==> config.mk <==
export PLATFORM = sky130hd
export DESIGN_NAME = wb_cal_ctrl
export DESIGN_NICKNAME = d
export VERILOG_FILES = /design/src/rtl/wb_cal_ctrl_pkg.sv /design/src/rtl/wb_seq_div.sv /design/src/rtl/wb_cal_ctrl.sv
export SDC_FILE = /design/constraint.sdc
export NUM_CORES = 1
export LEC_CHECK = 0
export BUFFER_PORTS_ARGS = -buffer_cell sky130_fd_sc_hd__buf_4
export CORE_ASPECT_RATIO = 1.25
export CORE_MARGIN = 4
export CORE_UTILIZATION = 35
export CTS_CLUSTER_DIAMETER = 40
export DETAILED_ROUTE_END_ITERATION = 10
export GPL_TIMING_DRIVEN = 0
export SYNTH_ARGS = -nofsm -noshare
export SYNTH_HDL_FRONTEND = slang
export SYNTH_SLANG_ARGS = --single-unit
==> constraint.sdc <==
create_clock -name clk_i -period 3.45 [get_ports clk_i]
set_input_delay 0.1725 -clock clk_i [delete_from_list [all_inputs] [get_ports clk_i]]
set_output_delay 0.1725 -clock clk_i [all_outputs]
set_load 0.02 [all_outputs]
==> src/rtl/wb_cal_ctrl_pkg.sv <==
// rtl/wb_cal_ctrl_pkg.sv - shared mode/state encodings and unity coefficient for the white-balance calibrator
package wb_cal_ctrl_pkg;

    typedef enum logic [1:0] {
        MODE_MANUAL  = 2'd0,
        MODE_AUTO    = 2'd1,
        MODE_ONESHOT = 2'd2,
        MODE_BYPASS  = 2'd3
    } cal_mode_e;

    typedef enum logic [2:0] {
        ST_IDLE     = 3'd0,
        ST_WAIT_SOF = 3'd1,
        ST_ACCUM    = 3'd2,
        ST_DIV_R    = 3'd3,
        ST_DIV_B    = 3'd4,
        ST_APPLY    = 3'd5
    } cal_state_e;

    // Gain of 1.0 in unsigned fixed point with frac_w fractional bits.
    function automatic logic [31:0] unity_coef(input int frac_w);
        return 32'd1 << frac_w;
    endfunction

endpackage

==> src/rtl/wb_seq_div.sv <==
// rtl/wb_seq_div.sv - restoring divider, one quotient bit per cycle, saturating quotient
module wb_seq_div #(
    parameter int DIVD_W = 42,
    parameter int DIVS_W = 32,
    parameter int QUO_W  = 16
) (
    input  logic              clk_i,
    input  logic              rst_i,
    input  logic              start_i,
    input  logic [DIVD_W-1:0] dividend_i,
    input  logic [DIVS_W-1:0] divisor_i,
    output logic              done_o,
    output logic [QUO_W-1:0]  quotient_o
);

    localparam int CNT_W = $clog2(DIVD_W + 1);

    logic [DIVD_W-1:0] quo;
    logic [DIVS_W-1:0] rem;
    logic [DIVS_W-1:0] dvs;
    logic [CNT_W-1:0]  cnt;
    logic              busy;
    logic [DIVS_W:0]   trial;
    logic              fits;
    logic [DIVS_W-1:0] rem_nxt;
    logic [DIVD_W-1:0] quo_nxt;

    function automatic logic [QUO_W-1:0] sat_quo(input logic [DIVD_W-1:0] q);
        return (|q[DIVD_W-1:QUO_W]) ? {QUO_W{1'b1}} : q[QUO_W-1:0];
    endfunction

    // One restoring step: shift in the next dividend bit and subtract when it fits.
    always_comb begin
        trial   = {rem, quo[DIVD_W-1]};
        fits    = (trial >= {1'b0, dvs});
        rem_nxt = fits ? DIVS_W'(trial - {1'b0, dvs}) : trial[DIVS_W-1:0];
        quo_nxt = {quo[DIVD_W-2:0], fits};
    end

    // Iteration control; a new start always restarts, a zero divisor answers all-ones at once.
    always_ff @(posedge clk_i) begin
        if (rst_i) begin
            quo        <= '0;
            rem        <= '0;
            dvs        <= '0;
            cnt        <= '0;
            busy       <= 1'b0;
            done_o     <= 1'b0;
            quotient_o <= '0;
        end else begin
            done_o <= 1'b0;
            if (start_i) begin
                if (divisor_i == '0) begin
                    quotient_o <= {QUO_W{1'b1}};
                    done_o     <= 1'b1;
                    busy       <= 1'b0;
                end else begin
                    quo  <= dividend_i;
                    rem  <= '0;
                    dvs  <= divisor_i;
                    cnt  <= CNT_W'(DIVD_W);
                    busy <= 1'b1;
                end
            end else if (busy) begin
                quo <= quo_nxt;
                rem <= rem_nxt;
                cnt <= cnt - 1'b1;
                if (cnt == CNT_W'(1)) begin
                    busy       <= 1'b0;
                    done_o     <= 1'b1;
                    quotient_o <= sat_quo(quo_nxt);
                end
            end
        end
    end

endmodule

==> src/rtl/wb_cal_ctrl.sv <==
// rtl/wb_cal_ctrl.sv - white-balance calibration controller; WB_CAL_CLIP_EXCLUDE_EN skips clipped pixels
module wb_cal_ctrl
    import wb_cal_ctrl_pkg::*;
#(
    parameter int PX_WIDTH   = 10,
    parameter int FRAME_PX_W = 22,
    parameter int FRAC_W     = 10,
    parameter int COEF_W     = 16
) (
    input  logic                clk_i,
    input  logic                rst_i,
    input  logic [1:0]          mode_i,
    input  logic                cal_stb_i,
    input  logic [1:0]          man_sel_i,
    input  logic [31:0]         man_coef_i,
    input  logic                man_lock_i,
    input  logic                px_valid_i,
    input  logic                sof_i,
    input  logic [PX_WIDTH-1:0] r_i,
    input  logic [PX_WIDTH-1:0] g_i,
    input  logic [PX_WIDTH-1:0] b_i,
    output logic [COEF_W-1:0]   coef_r_o,
    output logic [COEF_W-1:0]   coef_g_o,
    output logic [COEF_W-1:0]   coef_b_o,
    output logic                coef_upd_o,
    output logic                busy_o,
    output logic [31:0]         cur_coef_o
);

    localparam int SUM_W  = PX_WIDTH + FRAME_PX_W;
    localparam int DIVD_W = SUM_W + FRAC_W;
    localparam logic [COEF_W-1:0] UNITY = COEF_W'(unity_coef(FRAC_W));

    cal_mode_e         mode;
    cal_state_e        state;
    logic              sof;
    logic              px_ok;
    logic              run_ok;
    logic [SUM_W-1:0]  sum_r, sum_g, sum_b;
    logic [COEF_W-1:0] pend_r, pend_b;
    logic [COEF_W-1:0] stage_r, stage_g, stage_b;
    logic              div_start;
    logic              div_done;
    logic [COEF_W-1:0] div_quo;
    logic [SUM_W-1:0]  div_divisor;
    logic [DIVD_W-1:0] div_dividend;
    logic              unused_coef_hi;

    assign mode           = cal_mode_e'(mode_i);
    assign sof            = px_valid_i && sof_i;
    assign run_ok         = (mode == MODE_AUTO) || (mode == MODE_ONESHOT);
    assign busy_o         = (state != ST_IDLE);
    assign unused_coef_hi = ^man_coef_i[31:COEF_W];

`ifdef WB_CAL_CLIP_EXCLUDE_EN
    assign px_ok = !((r_i == '1) || (g_i == '1) || (b_i == '1));
`else
    assign px_ok = 1'b1;
`endif

    function automatic logic [SUM_W-1:0] sat_add(input logic [SUM_W-1:0] s, input logic [PX_WIDTH-1:0] p);
        logic [SUM_W:0] t;
        t = {1'b0, s} + (SUM_W + 1)'(p);
        return t[SUM_W] ? {SUM_W{1'b1}} : t[SUM_W-1:0];
    endfunction

    // R and B gains share one divider; the state picks which channel is the divisor.
    assign div_divisor  = (state == ST_DIV_B) ? sum_b : sum_r;
    assign div_dividend = {sum_g, {FRAC_W{1'b0}}};

    wb_seq_div #(
        .DIVD_W(DIVD_W),
        .DIVS_W(SUM_W),
        .QUO_W (COEF_W)
    ) u_div (
        .clk_i     (clk_i),
        .rst_i     (rst_i),
        .start_i   (div_start),
        .dividend_i(div_dividend),
        .divisor_i (div_divisor),
        .done_o    (div_done),
        .quotient_o(div_quo)
    );

    // Manual/bypass coefficient paths plus the calibration FSM; active gains move only on sof.
    always_ff @(posedge clk_i) begin
        if (rst_i) begin
            state      <= ST_IDLE;
            sum_r      <= '0;
            sum_g      <= '0;
            sum_b      <= '0;
            coef_r_o   <= UNITY;
            coef_g_o   <= UNITY;
            coef_b_o   <= UNITY;
            pend_r     <= UNITY;
            pend_b     <= UNITY;
            stage_r    <= UNITY;
            stage_g    <= UNITY;
            stage_b    <= UNITY;
            coef_upd_o <= 1'b0;
            div_start  <= 1'b0;
        end else begin
            coef_upd_o <= 1'b0;
            div_start  <= 1'b0;

            if (mode == MODE_MANUAL && !man_lock_i) begin
                case (man_sel_i)
                    2'd0:    stage_r <= man_coef_i[COEF_W-1:0];
                    2'd1:    stage_g <= man_coef_i[COEF_W-1:0];
                    2'd2:    stage_b <= man_coef_i[COEF_W-1:0];
                    default: ;
                endcase
            end

            if (sof && mode == MODE_MANUAL) begin
                coef_r_o   <= stage_r;
                coef_g_o   <= stage_g;
                coef_b_o   <= stage_b;
                coef_upd_o <= 1'b1;
            end else if (sof && mode == MODE_BYPASS) begin
                coef_r_o   <= UNITY;
                coef_g_o   <= UNITY;
                coef_b_o   <= UNITY;
                coef_upd_o <= 1'b1;
            end

            if (state != ST_IDLE && !run_ok) begin
                state <= ST_IDLE;
            end else begin
                case (state)
                    ST_IDLE: begin
                        if (mode == MODE_AUTO || (mode == MODE_ONESHOT && cal_stb_i))
                            state <= ST_WAIT_SOF;
                    end
                    ST_WAIT_SOF: begin
                        if (sof) begin
                            sum_r <= px_ok ? SUM_W'(r_i) : '0;
                            sum_g <= px_ok ? SUM_W'(g_i) : '0;
                            sum_b <= px_ok ? SUM_W'(b_i) : '0;
                            state <= ST_ACCUM;
                        end
                    end
                    ST_ACCUM: begin
                        if (sof) begin
                            state     <= ST_DIV_R;
                            div_start <= 1'b1;
                        end else if (px_valid_i && px_ok) begin
                            sum_r <= sat_add(sum_r, r_i);
                            sum_g <= sat_add(sum_g, g_i);
                            sum_b <= sat_add(sum_b, b_i);
                        end
                    end
                    ST_DIV_R: begin
                        if (div_done && !div_start) begin
                            pend_r    <= div_quo;
                            state     <= ST_DIV_B;
                            div_start <= 1'b1;
                        end
                    end
                    ST_DIV_B: begin
                        if (div_done && !div_start) begin
                            pend_b <= div_quo;
                            state  <= ST_APPLY;
                        end
                    end
                    ST_APPLY: begin
                        if (sof) begin
                            coef_r_o   <= pend_r;
                            coef_g_o   <= UNITY;
                            coef_b_o   <= pend_b;
                            coef_upd_o <= 1'b1;
                            if (mode == MODE_AUTO) begin
                                sum_r <= px_ok ? SUM_W'(r_i) : '0;
                                sum_g <= px_ok ? SUM_W'(g_i) : '0;
                                sum_b <= px_ok ? SUM_W'(b_i) : '0;
                                state <= ST_ACCUM;
                            end else begin
                                state <= ST_IDLE;
                            end
                        end
                    end
                    default: state <= ST_IDLE;
                endcase
            end
        end
    end

    // Read-back of the active gain for the selected channel.
    always_comb begin
        cur_coef_o = 32'd0;
        case (man_sel_i)
            2'd0:    cur_coef_o = 32'(coef_r_o);
            2'd1:    cur_coef_o = 32'(coef_g_o);
            2'd2:    cur_coef_o = 32'(coef_b_o);
            default: cur_coef_o = 32'd0;
        endcase
    end

endmodule
Yosys cells after proc, flatten, opt, wreduce, memory -nomap -nowiden. Cells that the tools add are included.

Register bits: 359. Output and inout bits: 82.

Add/sub/neg operators: 5. $lt $le $gt $ge: 1. Equality and inequality tests: 22. Mux-type cells: 77. Bitwise logic cells: 2. Reductions and logical operators: 32.

Operator list (count): two-way mux 32 bit (23); two-way mux 16 bit (20); case mux 32 bit (3 select lines) (3); two-way mux 42 bit (3); adder 32 x 10 -> 33 bit (3); case mux 16 bit (3 select lines) (1); >= comparator 33 x 32 -> 1 bit (1); zero test 32 bit (1); subtractor 32 bit (1); OR reduction 26 bit (1); two-way mux 3 bit (6); two-way mux 6 bit (3); != test 2 bit (second input constant) (9); case mux 3 bit (6 select lines) (1); two-way mux 1 bit (15); AND reduction 2 bit (5); AND reduction 3 bit (3); logical AND 1 bit (7); AND reduction 7 bit (1); == test 2 bit (second input constant) (3); == test 3 x 2 -> 1 bit (second input constant) (2); == test 3 bit (second input constant) (2); == test 6 x 1 -> 1 bit (second input constant) (1); AND reduction 6 bit (1); other kinds (14) (23).

Depth between registers and ports, before layout. Gate-level depths: netlist of run 1.

Depth after elaboration: 7. Mapped depth: 14.

By module. From an unflattened synthesis of run 1, not the netlist that was laid out.

Cells, all modules: 2323. Area total of the unflattened synthesis: 18876.9 um^2.

By module, submodules not included: wb_cal_ctrl (instances 1, cells each 1445, area each 11746.3 um^2, sequential area each 4584.4 um^2); wb_seq_div (instances 1, cells each 878, area each 7130.6 um^2, sequential area each 2602.5 um^2).

Least setup slack after synthesis of run 1. No wires, ideal clock.

Kind: register to register. From: reg sum_b[0]. To: reg sum_b[24]. Library setup time: 131 ps. Arrival time: 2664 ps. Data required time: 3319 ps. Path slack: 655 ps. Cell stages (with the launch flop): 12. Buffers on the path: 0. Clock period less this slack: 2795 ps. Cells stage by stage: dfxtp_1 > ha_1 > fa_1 > a21o_1 > a21oi_1 > o21bai_1 > a2111oi_0 > nor2_1 > nand4_1 > or3b_2 > a21oi_1 > nor3_1.

Word-level cells in the longest chain between the ends: 5.

Ends and longest elaborated chain: start: declaration (RTL line wb_cal_ctrl.sv:39) `logic [SUM_W-1:0] sum_r, sum_g, sum_b;`; start signal: assignment (RTL line wb_cal_ctrl.sv:139) `sum_b <= px_ok ? SUM_W'(b_i) : '0;`; start signal: assignment (RTL line wb_cal_ctrl.sv:150) `sum_b <= sat_add(sum_b, b_i);`; start signal: assignment (RTL line wb_cal_ctrl.sv:175) `sum_b <= px_ok ? SUM_W'(b_i) : '0;`; adder 32 x 10 -> 33 bit (RTL line wb_cal_ctrl.sv:63) `t = {1'b0, s} + (SUM_W + 1)'(p);`; two-way mux 32 bit (RTL line wb_cal_ctrl.sv:64) `return t[SUM_W] ? {SUM_W{1'b1}} : t[SUM_W-1:0];`; two-way mux 32 bit (RTL line wb_cal_ctrl.sv:147) `end else if (px_valid_i && px_ok) begin`; two-way mux 32 bit (RTL line wb_cal_ctrl.sv:144) `if (sof) begin`; case mux 32 bit (3 select lines) (RTL line wb_cal_ctrl.sv:130) `case (state)`.

No other way between the ends. The select of a mux whose other input is x is not followed. A chain may end at the register's enable or synchronous reset.

Final worst setup path of run 1.
From: reg sum_b[1]. To: reg u_div.rem[28].

Word-level cells in the longest chain between the ends: 4.

Ends and longest elaborated chain: two-way mux 32 bit (RTL line wb_cal_ctrl.sv:68) `assign div_divisor = (state == ST_DIV_B) ? sum_b : sum_r;`; zero test 32 bit (RTL line wb_seq_div.sv:53) `if (divisor_i == '0) begin`; != test 2 bit (no line); AND reduction 2 bit (no line); end signal: assignment (RTL line wb_seq_div.sv:66) `rem <= rem_nxt;`; end: declaration (RTL line wb_seq_div.sv:19) `logic [DIVS_W-1:0] rem;`.

No other way between the ends.

==> results of run 1 <==
tightest hold or removal path, delay by kind of cell:
kind	cells	cell delay (ns)
compound gates	2	0.29
buf+inv	1	0.11
final cells by class:
cell class / count / share of cell area [%]
inverter: 72 / 1.19
clock inverter: 32 / 1.70
clock buffer: 64 / 6.12
multi-input combinational: 1724 / 47.0
buffer: 172 / 3.31
timing repair buffer: 149 / 5.25
tap: 672 / 3.72
sequential: 359 / 31.8
Yosys cell counts (3+ instances only):
cell      count  area share (%)
a311oi_1     19            0.89
dfxtp_1     359              38
buf_6         3            0.18
o21bai_1      6            0.24
or3_1         7            0.23
nor2_1      253             5.1
ha_1         68             4.5
a31oi_1      20            0.67
a21o_1       23            0.92
a21oi_1     209             5.6
and2_1       14            0.47
o21ai_1       5            0.13
buf_2        11            0.29
fa_1          4            0.43
buf_4        17            0.68
buf_1         8            0.16
mux2i_1     132             7.0
nand2b_1     16            0.53
nand3b_1      4            0.16
a22oi_1      50             2.0
o21a_1       14            0.56
a32oi_1       4            0.19
nor2b_1      18            0.60
inv_1        71             1.4
and4_1       11            0.51
a211oi_1    120             4.8
nor3b_1       3            0.12
o22ai_1      32             1.1
a41o_1        4            0.21
a221oi_1     15            0.70
nand2_1     261             5.2
xor2_1       26             1.2
nand4_1      23            0.77
o211ai_1      7            0.28
and3_1       21            0.70
xnor2_1      27             1.3
a41oi_1       5            0.23
o221ai_1      9            0.42
nor3_1       45             1.2
clkbuf_1    133             2.7
o21ai_0     114             3.0
nand3_1      59             1.6
nor4_1       27            0.90
registers in the layout (all words and copies together) (netlist names), 32 cells and up:
signal / cells
sum_r: 32
sum_g: 32
u_div.rem: 32
u_div.dvs: 32
u_div.quo: 42
sum_b: 32
power breakdown:
group	switching [mW]	leakage (nW)	internal (mW)
Sequential	0.0785	2.89	4.22
Clock	2.12	0.853	3.21
Combinational	1.01	4.67	0.516
what timing repair did:
action / 4_1_cts / 5_1_grt
endpoints found under the hold margin: 60 / 0
hold buffers: 28 / 0
setup endpoints to repair: 0 / 68
gates resized for setup: 0 / 8
cells by family (layout without fill, tap and decap cells):
family / after synthesis / after routing / synth area share (%)
adder cells (fa/ha/maj): 72 / 72 / 4.96
other: 1 / 16 / 0.0200
buffers and inverters: 244 / 489 / 5.42
AND/OR/NAND/NOR: 779 / 779 / 19.0
flip-flops: 359 / 359 / 38.3
multiplexers: 132 / 132 / 7.04
AO/OA/AOI/OAI: 672 / 672 / 22.8
XOR/XNOR: 53 / 53 / 2.47
through the flow:
stage,std cells,util (%)
after global placement,3120,38.9
after detailed placement,3120,38.9
after CTS,3244,42.8
after global routing,3244,42.9
final,3244,42.9
after floorplan,2327,-
worst paths after layout:
check,startpoint,to,slack [ns]
worst min register to register,stage_g[1],stage_g[1],0.45
worst max-delay path,sum_b[1],u_div.rem[28],0.16
worst max register to register,sum_b[1],u_div.rem[28],0.16
worst min-delay path,r_i[8],sum_r[8],0.02
metal layers:
layer | vias to the layer above | track usage (%)
met3 | 138 | 2.77
met2 | 577 | 35.9
li1 | 8769 | -
met1 | 8587 | 26.6
met4 | 0 | 8.57
met5 | - | 0
==> impl.org, run 1 <==
** Final layout
- Leaving out fill and tap cells, the most frequent cell in the layout is dfxtp_1.
- The finished cells cover 22600 um^2.
- The repair_antennas step left the layout with diodes totalling 0.
- Area taken by flip-flops and latches :: 7190 um^2
- Relative to the synthesized area, the layout overhead comes to 20.6%.
- The multi-input combinational cells in the finished layout cover a total of 10600 um^2.
- Fraction of layout instances using a drive strength above 1 :: 10.3%
- In the final design database the tool counted 2673 nets.
- Commonest cells after routing, fill and taps aside :: dfxtp_1, nand2_1, nor2_1, a21oi_1, buf_4
- Counting the fill cells in the layout gives 5263.

** Global route
- The first global-routing pass estimated 97900 um of wire.
- Entering global routing, the biggest net connects 16 pins.
- Number of antenna violations at the first check in global routing :: 2
- Aggregate global-route resource usage :: 20.9%
- The via count of the first global-routing pass was 17600.
- Global-route congestion overflow total :: 0

** Pwr
- VDD IR-drop max :: 0.411 mV
- Dividing total power by cell area gives a power density of 493 nW/um^2.
- Leakage power :: 8.41 nW
- Post-route total power :: 11.2 mW

** Logic synthesis
- Synth Warn # :: 0
- In the synthesized netlist the dominant register cell turns out to be dfxtp_1.
- Seq/Total Area, Yosys :: 38.3%
- Dividing the synthesized area by the synthesized cell count gives 8.11 um^2.
- Post-Syn Instances :: 2312
- Number of library cell types mapped by synthesis :: 70
- For this run, asynchronously set or reset flops after synthesis account for 0%.
- Synthesized cell area :: 18800 um^2
- The synthesized design contains 0 enable-type register cells.
- Synthesis inferred 359 register bits.

** Run status
- Outcome :: finished, final reports clean

** Setup path
- The kind of cell with the highest combined delay along the critical path is simple AND/OR/NAND/NOR gates.
- The critical path goes through nor4_1 > nand4_1 > nor2_1 > a211oi_2 > nor3_1 > clkbuf_1 > a22oi_1 > o21ai_0.
- For the worst setup path, the data arrival time is 3.78 ns.
- Type of origin of the critical path :: flip-flop
- Depth of the most critical reg-to-reg path :: 8
- WP buf/inv :: 1
- Worst-path maximum fanout :: 10
- Among all stages on the critical path, the largest delay is contributed by nor3_1.
- Cell count along the critical path :: 8
- The critical path is of the reg2reg type.
- Critical path endpoint category :: flip-flop
- Largest stage delay on the critical path :: 0.82 ns
- Required time reported for the critical path endpoint :: 3.94 ns

** Clock tree
- The longest clock path from root to sink contains 3 buffers.
- After clock tree synthesis, the clock-pin slew on the worst setup and hold paths is 0.06 ns.
- CTS saw 359 sinks.
- In this run, CTS created clock tree buffers numbering 51.
- Deepest level of the CTS H-tree :: 2
- Clock tree from TritonCTS :: built
- CTS placed an instance of clkbuf_16 at the clock tree root.
- Post-CTS setup buffers :: 0
- Clock latency at the later pin of the worst-skew pair :: 0.59 ns

** Floorplan
- After floorplanning, the core was divided into 94 placement rows.
- The total area inside the core boundary comes to 52800 um^2.
- DIE AREA :: 57400 um^2
- Die height :: 267 um
- Count of boundary I/O pins :: 154
- Die X :: 215 um
- For this configuration, the core starts out at a cell density of 35.5%.

** Placed design
- The count of buffers added on input and output ports is 121.
- Once detailed placement completed, the half-perimeter wirelength came to 47400 um.
- At the end of routability-driven placement, the weighted congestion stood at 0.892.
- Once placement finished, the instance area stood at 20600 um^2.
- Post-placement worst setup slack :: 0.0898 ns

** STA
- In this run the tightest slew margin relative to its limit is 37.1%.
- Across all hold checks on the routed design, the worst slack comes to 0.0217 ns.
- Clock skew on the completed layout was measured at 0.0280 ns.
- Setup repair after global routing left no endpoint under its margin.
- Worst Setup Slack, final :: 0.158 ns
- The final number of max-transition violations was 0.
- The worst path needs 3.29 ns of the cycle, external delays included.
- In the final timing run, aggregate negative setup slack is 0 ns.
- # setup viols final :: 0
- After layout, the worst path uses 95.4% of the clock period.
- Number of hold violations in the final report :: 0
- For the pin with the worst max-slew slack, the measured transition is 0.937 ns.
- Fmax :: 304 MHz

** Route
- Signal routing reaches up to met4.
- The first routing iteration left 1412 violations.
- Length of routed met3 wiring :: 3450 um
- Detail-routed via count per cell :: 5.57
- Met2 Routed Length :: 29100 um
- Once detail routing completed, the nets flagged for antenna violations numbered 0.
- Detailed routing inserted a total of 18100 vias.
- Total routed wirelength :: 62000 um
- In the routed design, unresolved DRC markers number 0.
- Number of search-and-repair iterations in the first detailed-routing pass :: 5
- Met1 wire length :: 26900 um
- Average wire per cell in the routed design :: 19.1 um

** Run
- Number of max-capacitance violations reported :: 0

** Min path
- The worst hold path was traced through 3 stages.
- The min-delay analysis places its worst path in the category in2reg.
No activity file was read; power rests on OpenSTA's default activity.
==> run 2: changes to the inputs <==
Settings changed: CORE_ASPECT_RATIO 1.25 to 1.5, CORE_UTILIZATION 35 to 61, PLACE_DENSITY set to 0.81.
==> impl.org, run 2 (synthesis results as in run 1) <==
** Final layout
- Final-stage net count :: 2656 (was 2673)
- The most common library cell in the layout ignoring fill and taps was dfxtp_1 (unchanged).
- The most flop-heavy register is u_div.quo (unchanged).
- The area added between synthesis and finish is 16.4% (was 20.6%).
- The count of inserted antenna diode cells was 0 (unchanged).
- Fraction of the core area covered by cells at the end of the flow :: 72.2% (was 42.9%)
- The share of post-route cells with drive strength above 1 is 9.60% (was 10.3%).
- The number of flip-flops in the largest register is 42 (unchanged).
- Commonest cells after routing, fill and taps aside: dfxtp_1, nand2_1, nor2_1, a21oi_1, buf_4 (unchanged).
- The number of standard cells in the layout, taps in and fillers out came to 2942 (was 3244).

** Clock tree
- The maximum level of the CTS H-tree came to 2 (unchanged).
- The clock root buffer master was clkbuf_16 (unchanged).
- The TritonCTS buffer count is 40 (was 51).
- Clock tree from TritonCTS :: built (unchanged)
- Clock slew at the register clock pins of the worst setup and hold paths :: 0.06 ns (about the same)
- Post-CTS setup buffers :: 0 (unchanged)
- The clock latency of the later-clocked register in the worst-skew pair was 0.57 ns (was 0.59 ns).
- The worst-case clock buffer depth was 3 (unchanged).
- CTS sink cnt :: 359 (unchanged)

** Setup path
- Worst-path maximum fanout :: 10 (unchanged)
- Required time reported for the critical path endpoint :: 3.85 ns (was 3.94 ns)
- The arrival time of the worst setup path is 3.73 ns (was 3.78 ns).
- Critical path endpoint category :: flip-flop (unchanged)
- Setup CP Type :: reg2reg (unchanged)
- Type of origin of the critical path :: flip-flop (unchanged)

** STA
- Post-route worst hold slack :: 0.0326 ns (was 0.0217 ns)
- Setup TNS Final :: 0 ns (unchanged)
- Final Cycle Share :: 96.5% (was 95.4%)
- Worst slew margin relative to its limit :: 36.8% (was 37.1%)
- Clock Skew :: 0.0498 ns (was 0.0280 ns)
- Setup repair after global routing missed its margin: false (unchanged).
- The final number of max-transition violations came to 0 (unchanged).
- The count of endpoints failing hold in the final timing report was 0 (unchanged).
- The final critical delay including setup and external delays is 3.33 ns (was 3.29 ns).
- Actual slew at the worst max-slew pin :: 0.947 ns (was 0.937 ns)
- The number of setup violations in the final report came to 0 (unchanged).
- The highest attainable clock frequency is 300 MHz (was 304 MHz).

** Route
- Average wire per cell in the routed design :: 19.9 um (was 19.1 um)
- The post-route DRC violation count was 0 (unchanged).
- The residual antenna-violating net count after detailed routing is 0 (unchanged).
- The via count was 18500 (was 18100).
- The vias per cell came to 6.28 (was 5.57).
- The number of search-and-repair iterations in the first detailed-routing pass came to 6 (was 5).
- The number of DRC violations after detailed-routing iteration 0 came to 1501 (was 1412).
- Total routed wirelength :: 58700 um (was 62000 um)

** Placed design
- The detailed-placement wirelength estimate came to 43800 um (was 47400 um).
- Placed Cells incl. Taps :: 2848 (was 3120)
- Routability Congestion :: 0.945 (was 0.892)
- The number of port buffers is 121 (unchanged).

** Floorplan
- Die height :: 223 um (was 267 um)
- Core Box Area :: 30300 um^2 (was 52800 um^2)
- The placement row count is 78 (was 94).
- Starting density of the core :: 62.0% (was 35.5%)
- The die width was 151 um (was 215 um).
- The top-level port count is 154 (unchanged).
- DIE AREA :: 33700 um^2 (was 57400 um^2)

** Pwr
- The maximum resistive drop on vdd is 0.484 mV (was 0.411 mV).
- Power per standard cell area :: 470 nW/um^2 (was 493 nW/um^2)
- Leakage power :: 8.20 nW (was 8.41 nW)

** Min path
- Hold/Removal Path Class :: in2reg (unchanged)

** Global route
- The overflow left after global routing came to 0 (unchanged).
- Met2 layer usage reported by global route :: 57.4% (was 35.9%)
- The wire length of the first global-routing pass is 92600 um (was 97900 um).
- Largest net degree at the start of global routing :: 16 (unchanged)
- The total track usage came to 33.8% (was 20.9%).
- Busiest layer in global routing :: met2 (unchanged)
- The via count of the first global-routing pass came to 18100 (was 17600).
- The met3 routing resource usage after global routing came to 5.04% (was 2.77%).
- The number of antenna violations at the first check in global routing came to 0 (was 2).
- GRT met1 Usage :: 40.3% (was 26.6%)

** Run
- Number of max-capacitance violations reported :: 0 (unchanged)

** Run status
- Outcome: finished, final reports clean (unchanged).
[run 2: cell types whose count changed in the layout (fill, tap and decap cells not counted), sizes merged]
| cell | delta |
|---|---|
| clkinv | -10 |
| bufinv | -1 |
| clkinvlp | -2 |
| dlygate4sd3 | -6 |
| clkbuf | -14 |
| inv | +3 |
[run 2: repair_timing]
action                                 in CTS  in global routing
resized for setup                           1                  9
hold buffers                               22                  0
endpoints found under the hold margin      54                  0
setup endpoints to repair                   2                 65
[run 2: area by class of cell]
class / count / area [um^2]
multi-input cells: 1724 / 10600
fillers: 2433 / 8410
flip-flops and latches: 359 / 7190
repair buffers: 143 / 1130
clock buffers: 50 / 1100
plain buffers: 172 / 751
well taps: 400 / 500
clock inverters: 22 / 283
inverters: 72 / 270
[run 2: power by group]
group | switching (mW) | internal [mW] | leakage [nW]
registers | 0.0759 | 4.22 | 2.89
logic | 1.01 | 0.512 | 4.64
clock network | 1.89 | 2.55 | 0.666
total | 2.98 | 7.28 | 8.20
[run 2: per-stage QoR]
stage / area (um^2) / setup slack [ns] / total power [mW]
after detailed placement: 20200 / 0.0634 / 5.82
final: 21800 / 0.121 / 10.3
after global routing: 21800 / 0.00972 / 10.6
after floorplan: 18800 / 0.655 / 5.34
after CTS: 21800 / 0.0495 / 10.2
after global placement: 20200 / 0.0726 / 5.78
[run 2: path summary, 6_finish.rpt]
| path | from | endpoint | slack (ns) | depth (start not counted) |
|---|---|---|---|---|
| hold / removal | g_i[8] | sum_g[8] | 0.03 | 3 |
| setup / recovery | state[0] | sum_b[17] | 0.12 | 8 |
| hold reg to reg | pend_b[2] | pend_b[2] | 0.45 | 2 |
| setup reg to reg | state[0] | sum_b[17] | 0.12 | 8 |
[run 2: metal layers]
metal / part of all wire (%) / vias up
met1: 39 / 8643
li1: - / 8719
met5: 0 / -
met3: 6.9 / 242
met4: 6.0 / 0
met2: 48 / 872
[run 2: critical path, cell delays in order (launching register included)]
cell,delay [ns]
dfxtp_1,0.47
nor2b_1,0.17
clkbuf_1,0.21
and2_1,0.18
o21bai_1,0.14
nand3_1,0.51
o21ai_2,0.63
clkbuf_1,0.73
nor2_1,0.11
==> run 3: changes to the inputs <==
Settings changed: ABC_AREA set to 1, CORE_UTILIZATION 61 to 63, PLACE_DENSITY 0.81 to 0.83.
Clock period 3.45 ns to 4.05 ns, I/O delays scaled along.
==> impl.org, run 3 <==
** Run status
- Outcome :: finished, final reports clean (unchanged)

** Floorplan
- Starting density of the core :: 64.1% (was 62.0%)
- The floorplan die area is 38100 um^2 (was 33700 um^2).
- Core Box Area :: 34400 um^2 (was 30300 um^2)
- Die height :: 237 um (was 223 um)
- The top-level port count came to 154 (unchanged).
- Number of placement rows :: 83 (was 78)
- The die width was 161 um (was 151 um).

** Setup path
- The category of the worst setup path capture point was a flip-flop (unchanged).
- WP data arrival :: 3.77 ns (was 3.73 ns)
- The startpoint-to-endpoint class of the critical path was reg2reg (unchanged).
- Required time reported for the critical path endpoint :: 4.47 ns (was 3.85 ns)
- Type of origin of the critical path :: flip-flop (unchanged)
- The maximum fanout along the worst path was 10 (unchanged).

** Pwr
- Register share of total power :: 30.6% (was 41.8%)
- The power density over the cells was 497 nW/um^2 (was 470 nW/um^2).
- The maximum resistive drop on vdd is 0.456 mV (was 0.484 mV).
- Leakage power :: 11.7 nW (was 8.20 nW)
- The reported net switching power came to 5.10 mW (was 2.98 mW).
- Share of total power in the clock network :: 32.2% (was 43.3%)
- Internal portion of total power :: 7.51 mW (was 7.28 mW)
- Sw frac :: 40.4% (was 29.0%)
- Combinational share of power :: 37.2% (was 14.8%)

** Logic synthesis
- The proportion of netlist area held by the largest area contributor came to 32.6% (was 38.3%).
- The number of synthesized register bits was 359 (unchanged).
- Predominant post-synthesis flop cell :: dfxtp_1 (unchanged)
- The largest area contributor in the synthesized netlist is dfxtp_1 (unchanged).
- The sequential element share of the synthesized area was 32.6% (was 38.3%).
- Synthesized cell area :: 22000 um^2 (was 18800 um^2)
- Mean Syn Cell Area :: 6.16 um^2 (was 8.11 um^2)
- Most frequent cells after synthesis :: nand2_1, nor2_1, dfxtp_1 (was dfxtp_1, nand2_1, nor2_1)
- Number of library cell types mapped by synthesis :: 44 (was 70)
- The number of flops mapped to enable cells by yosys is 0 (unchanged).
- Fraction of registers with async set/reset :: 0% (unchanged)
- Synth area leaders: dfxtp_1, nand2_1, nor2_1 (was dfxtp_1, mux2i_1, a21oi_1).
- Synth Warn # :: 0 (unchanged)
- Count leader, synth :: nand2_1 (was dfxtp_1)
- The gate count after technology mapping is 3581 (was 2312).

** Global route
- Met2 layer usage reported by global route :: 67.4% (was 57.4%)
- Aggregate global-route resource usage :: 38.2% (was 33.8%)
- Wire length of the first global-routing pass :: 120000 um (was 92600 um)
- Number of antenna violations at the first check in global routing :: 0 (unchanged)
- The maximum number of pins on one net before global-route repair came to 17 (was 16).
- The most used routing layer in global routing is met2 (unchanged).
- Global-route congestion overflow total :: 0 (unchanged)
- The met1 layer usage reported by global route was 42.6% (was 40.3%).
- Number of global-route vias before repair :: 24000 (was 18100)
- The met3 routing resource usage after global routing was 5.47% (was 5.04%).

** Clock tree
- The worst-case clock buffer depth is 3 (unchanged).
- The maximum level of the CTS H-tree was 2 (unchanged).
- Total clock buffers created by CTS :: 43 (was 40)
- Clock latency at the later pin of the worst-skew pair :: 0.57 ns (about the same)
- The clock root buffer master is clkbuf_16 (unchanged).
- The CTS tree was built (unchanged).
- Clock slew at the register clock pins of the worst setup and hold paths :: 0.06 ns (about the same)
- The post-cts gate resize count was 0 (was 1).
- Post-CTS setup buffers :: 0 (unchanged)
- CTS sink cnt :: 359 (unchanged)

** Route
- Post-route antenna net violation count :: 0 (unchanged)
- The routed wire length came to 76400 um (was 58700 um).
- The number of search-and-repair iterations in the first detailed-routing pass is 8 (was 6).
- Detail-routed via count per cell :: 5.80 (was 6.28)
- The per-cell routed wire length came to 17.8 um (was 19.9 um).
- The number of DRC violations after detailed-routing iteration 0 came to 2377 (was 1501).
- The via count came to 24900 (was 18500).
- The post-route DRC violation count was 0 (unchanged).

** Final layout
- Largest register FFs :: 42 (unchanged)
- The area added between synthesis and finish is 15.2% (was 16.4%).
- Final-stage net count :: 3936 (was 2656)
- The count of inserted antenna diode cells was 0 (unchanged).
- Commonest cells after routing, fill and taps aside :: nand2_1, nor2_1, dfxtp_1, inv_1, nand3_1 (was dfxtp_1, nand2_1, nor2_1, a21oi_1, buf_4)
- Fraction of the core area covered by cells at the end of the flow :: 73.9% (was 72.2%)
- The share of post-route cells with drive strength above 1 was 6.48% (was 9.60%).
- The number of fill cells in the layout was 2896 (was 2433).
- The most flop-heavy register was u_div.quo (unchanged).
- The most common library cell in the layout ignoring fill and taps is nand2_1 (was dfxtp_1).

** STA
- Setup TNS Final :: 0 ns (unchanged)
- Post-route worst hold slack :: 0.0237 ns (was 0.0326 ns)
- Fmax :: 299 MHz (was 300 MHz)
- The share of the clock period used by the worst path came to 82.7% (was 96.5%).
- The worst-case headroom to the max-slew limit came to 34.5% (was 36.8%).
- Setup repair after global routing missed its margin: false (unchanged).
- The number of setup violations in the final report was 0 (unchanged).
- The transition time at the pin with the least slew margin came to 0.982 ns (was 0.947 ns).
- Final Critical Period :: 3.35 ns (was 3.33 ns)
- The worst clock skew was 0.0295 ns (was 0.0498 ns).
- Number of hold violations in the final report :: 0 (unchanged)
- The final number of max-transition violations was 0 (unchanged).

** Placed design
- The placer's final routability congestion estimate was 1.06 (was 0.945).
- The number of port buffers is 119 (was 121).
- Post-DP HPWL :: 58700 um (was 43800 um)

** Min path
- Hold/Removal Path Class :: in2reg (unchanged)

** Run
- Number of max-capacitance violations reported :: 0 (unchanged)
==> run 3: cell count changes after synthesis, sizes merged, moves of 106 or more <==
| cell | before | now |
|---|---|---|
| a211oi | 121 | 15 |
| mux2i | 132 | 0 |
| nand2 | 262 | 1122 |
| nand3 | 59 | 297 |
| nor2 | 253 | 427 |
| inv | 71 | 362 |
==> run 3: cell type report <==
class	instances	area (um^2)	area share (%)
Tap cell	467	584	2.30
Clock buffer	59	1240	4.87
Buffer	179	761	3.00
Timing Repair Buffer	151	1210	4.77
Inverter	366	1370	5.41
Sequential cell	359	7190	28.3
Clock inverter	21	254	1.00
Multi-Input combinational cell	2692	12800	50.4
==> run 3: final timing paths <==
check | startpoint | to | slack, ns | depth (start not counted)
max | u_div.dvs[7] | u_div.rem[27] | 0.70 | 14
min reg2reg | stage_b[15] | stage_b[15] | 0.46 | 2
max reg2reg | u_div.dvs[7] | u_div.rem[27] | 0.70 | 14
min | g_i[2] | sum_g[2] | 0.02 | 5
==> run 3: worst max-delay path, cell delays in order (launching register included) <==
cell and delay [ns]:
dfxtp_1 0.33, inv_1 0.05, ha_1 0.35, nand2_1 0.15, nor2_1 0.25, nand3_1 0.10, nand3_1 0.19, nand2_1 0.10
nand2_1 0.10, nand2_1 0.28, nand2_1 0.32, clkbuf_1 0.57, nand3_1 0.25, nand2_1 0.11, a21oi_1 0.06
==> run 3: timing repair <==
action                     in CTS  in global routing
hold buffers                   31                  0
hold endpoints to repair       61                  0
setup endpoints to repair       0                  0
==> run 3: logic make-up after synthesis <==
group | after synthesis | share of synthesized area (%)
DFF | 359 | 32.6
xor gates and xnor gates | 52 | 2.07
other | 1 | 0.0170
adders and majority gates | 72 | 4.22
buffers and inverters | 545 | 9.68
and+or+nand+nor | 1983 | 37.1
AOI/OAI and AO/OA | 569 | 14.3
==> run 3: through the flow <==
stage | setup WS (ns) | area (um^2) | std cells | total power, mW
CTS | 0.818 | 25400 | 4294 | 12.4
floorplan | 1.80 | 22100 | 3596 | 7.03
detailed placement | 0.849 | 23600 | 4183 | 8.41
global route | 0.578 | 25400 | 4294 | 13.2
finish | 0.700 | 25400 | 4294 | 12.6
global placement | 0.849 | 23600 | 4182 | 8.32
==> run 3: routing by layer <==
layer,wire length [um],share of wire (%),vias up
met3,6550,8.6,372
met2,36900,48,1400
met5,0,0,-
met4,5610,7.3,0
li1,-,-,12000
met1,27300,36,11200
==> run 3: power by group through the flow <==
stage / sequential [mW] / clock, mW / combinational, mW
finish: 3.86 / 4.06 / 4.69
global route: 3.87 / 4.21 / 5.15
CTS: 3.85 / 4.06 / 4.54
detailed placement: 3.93 / 0 / 4.48
global placement: 3.92 / 0 / 4.40
floorplan: 3.86 / 0 / 3.17
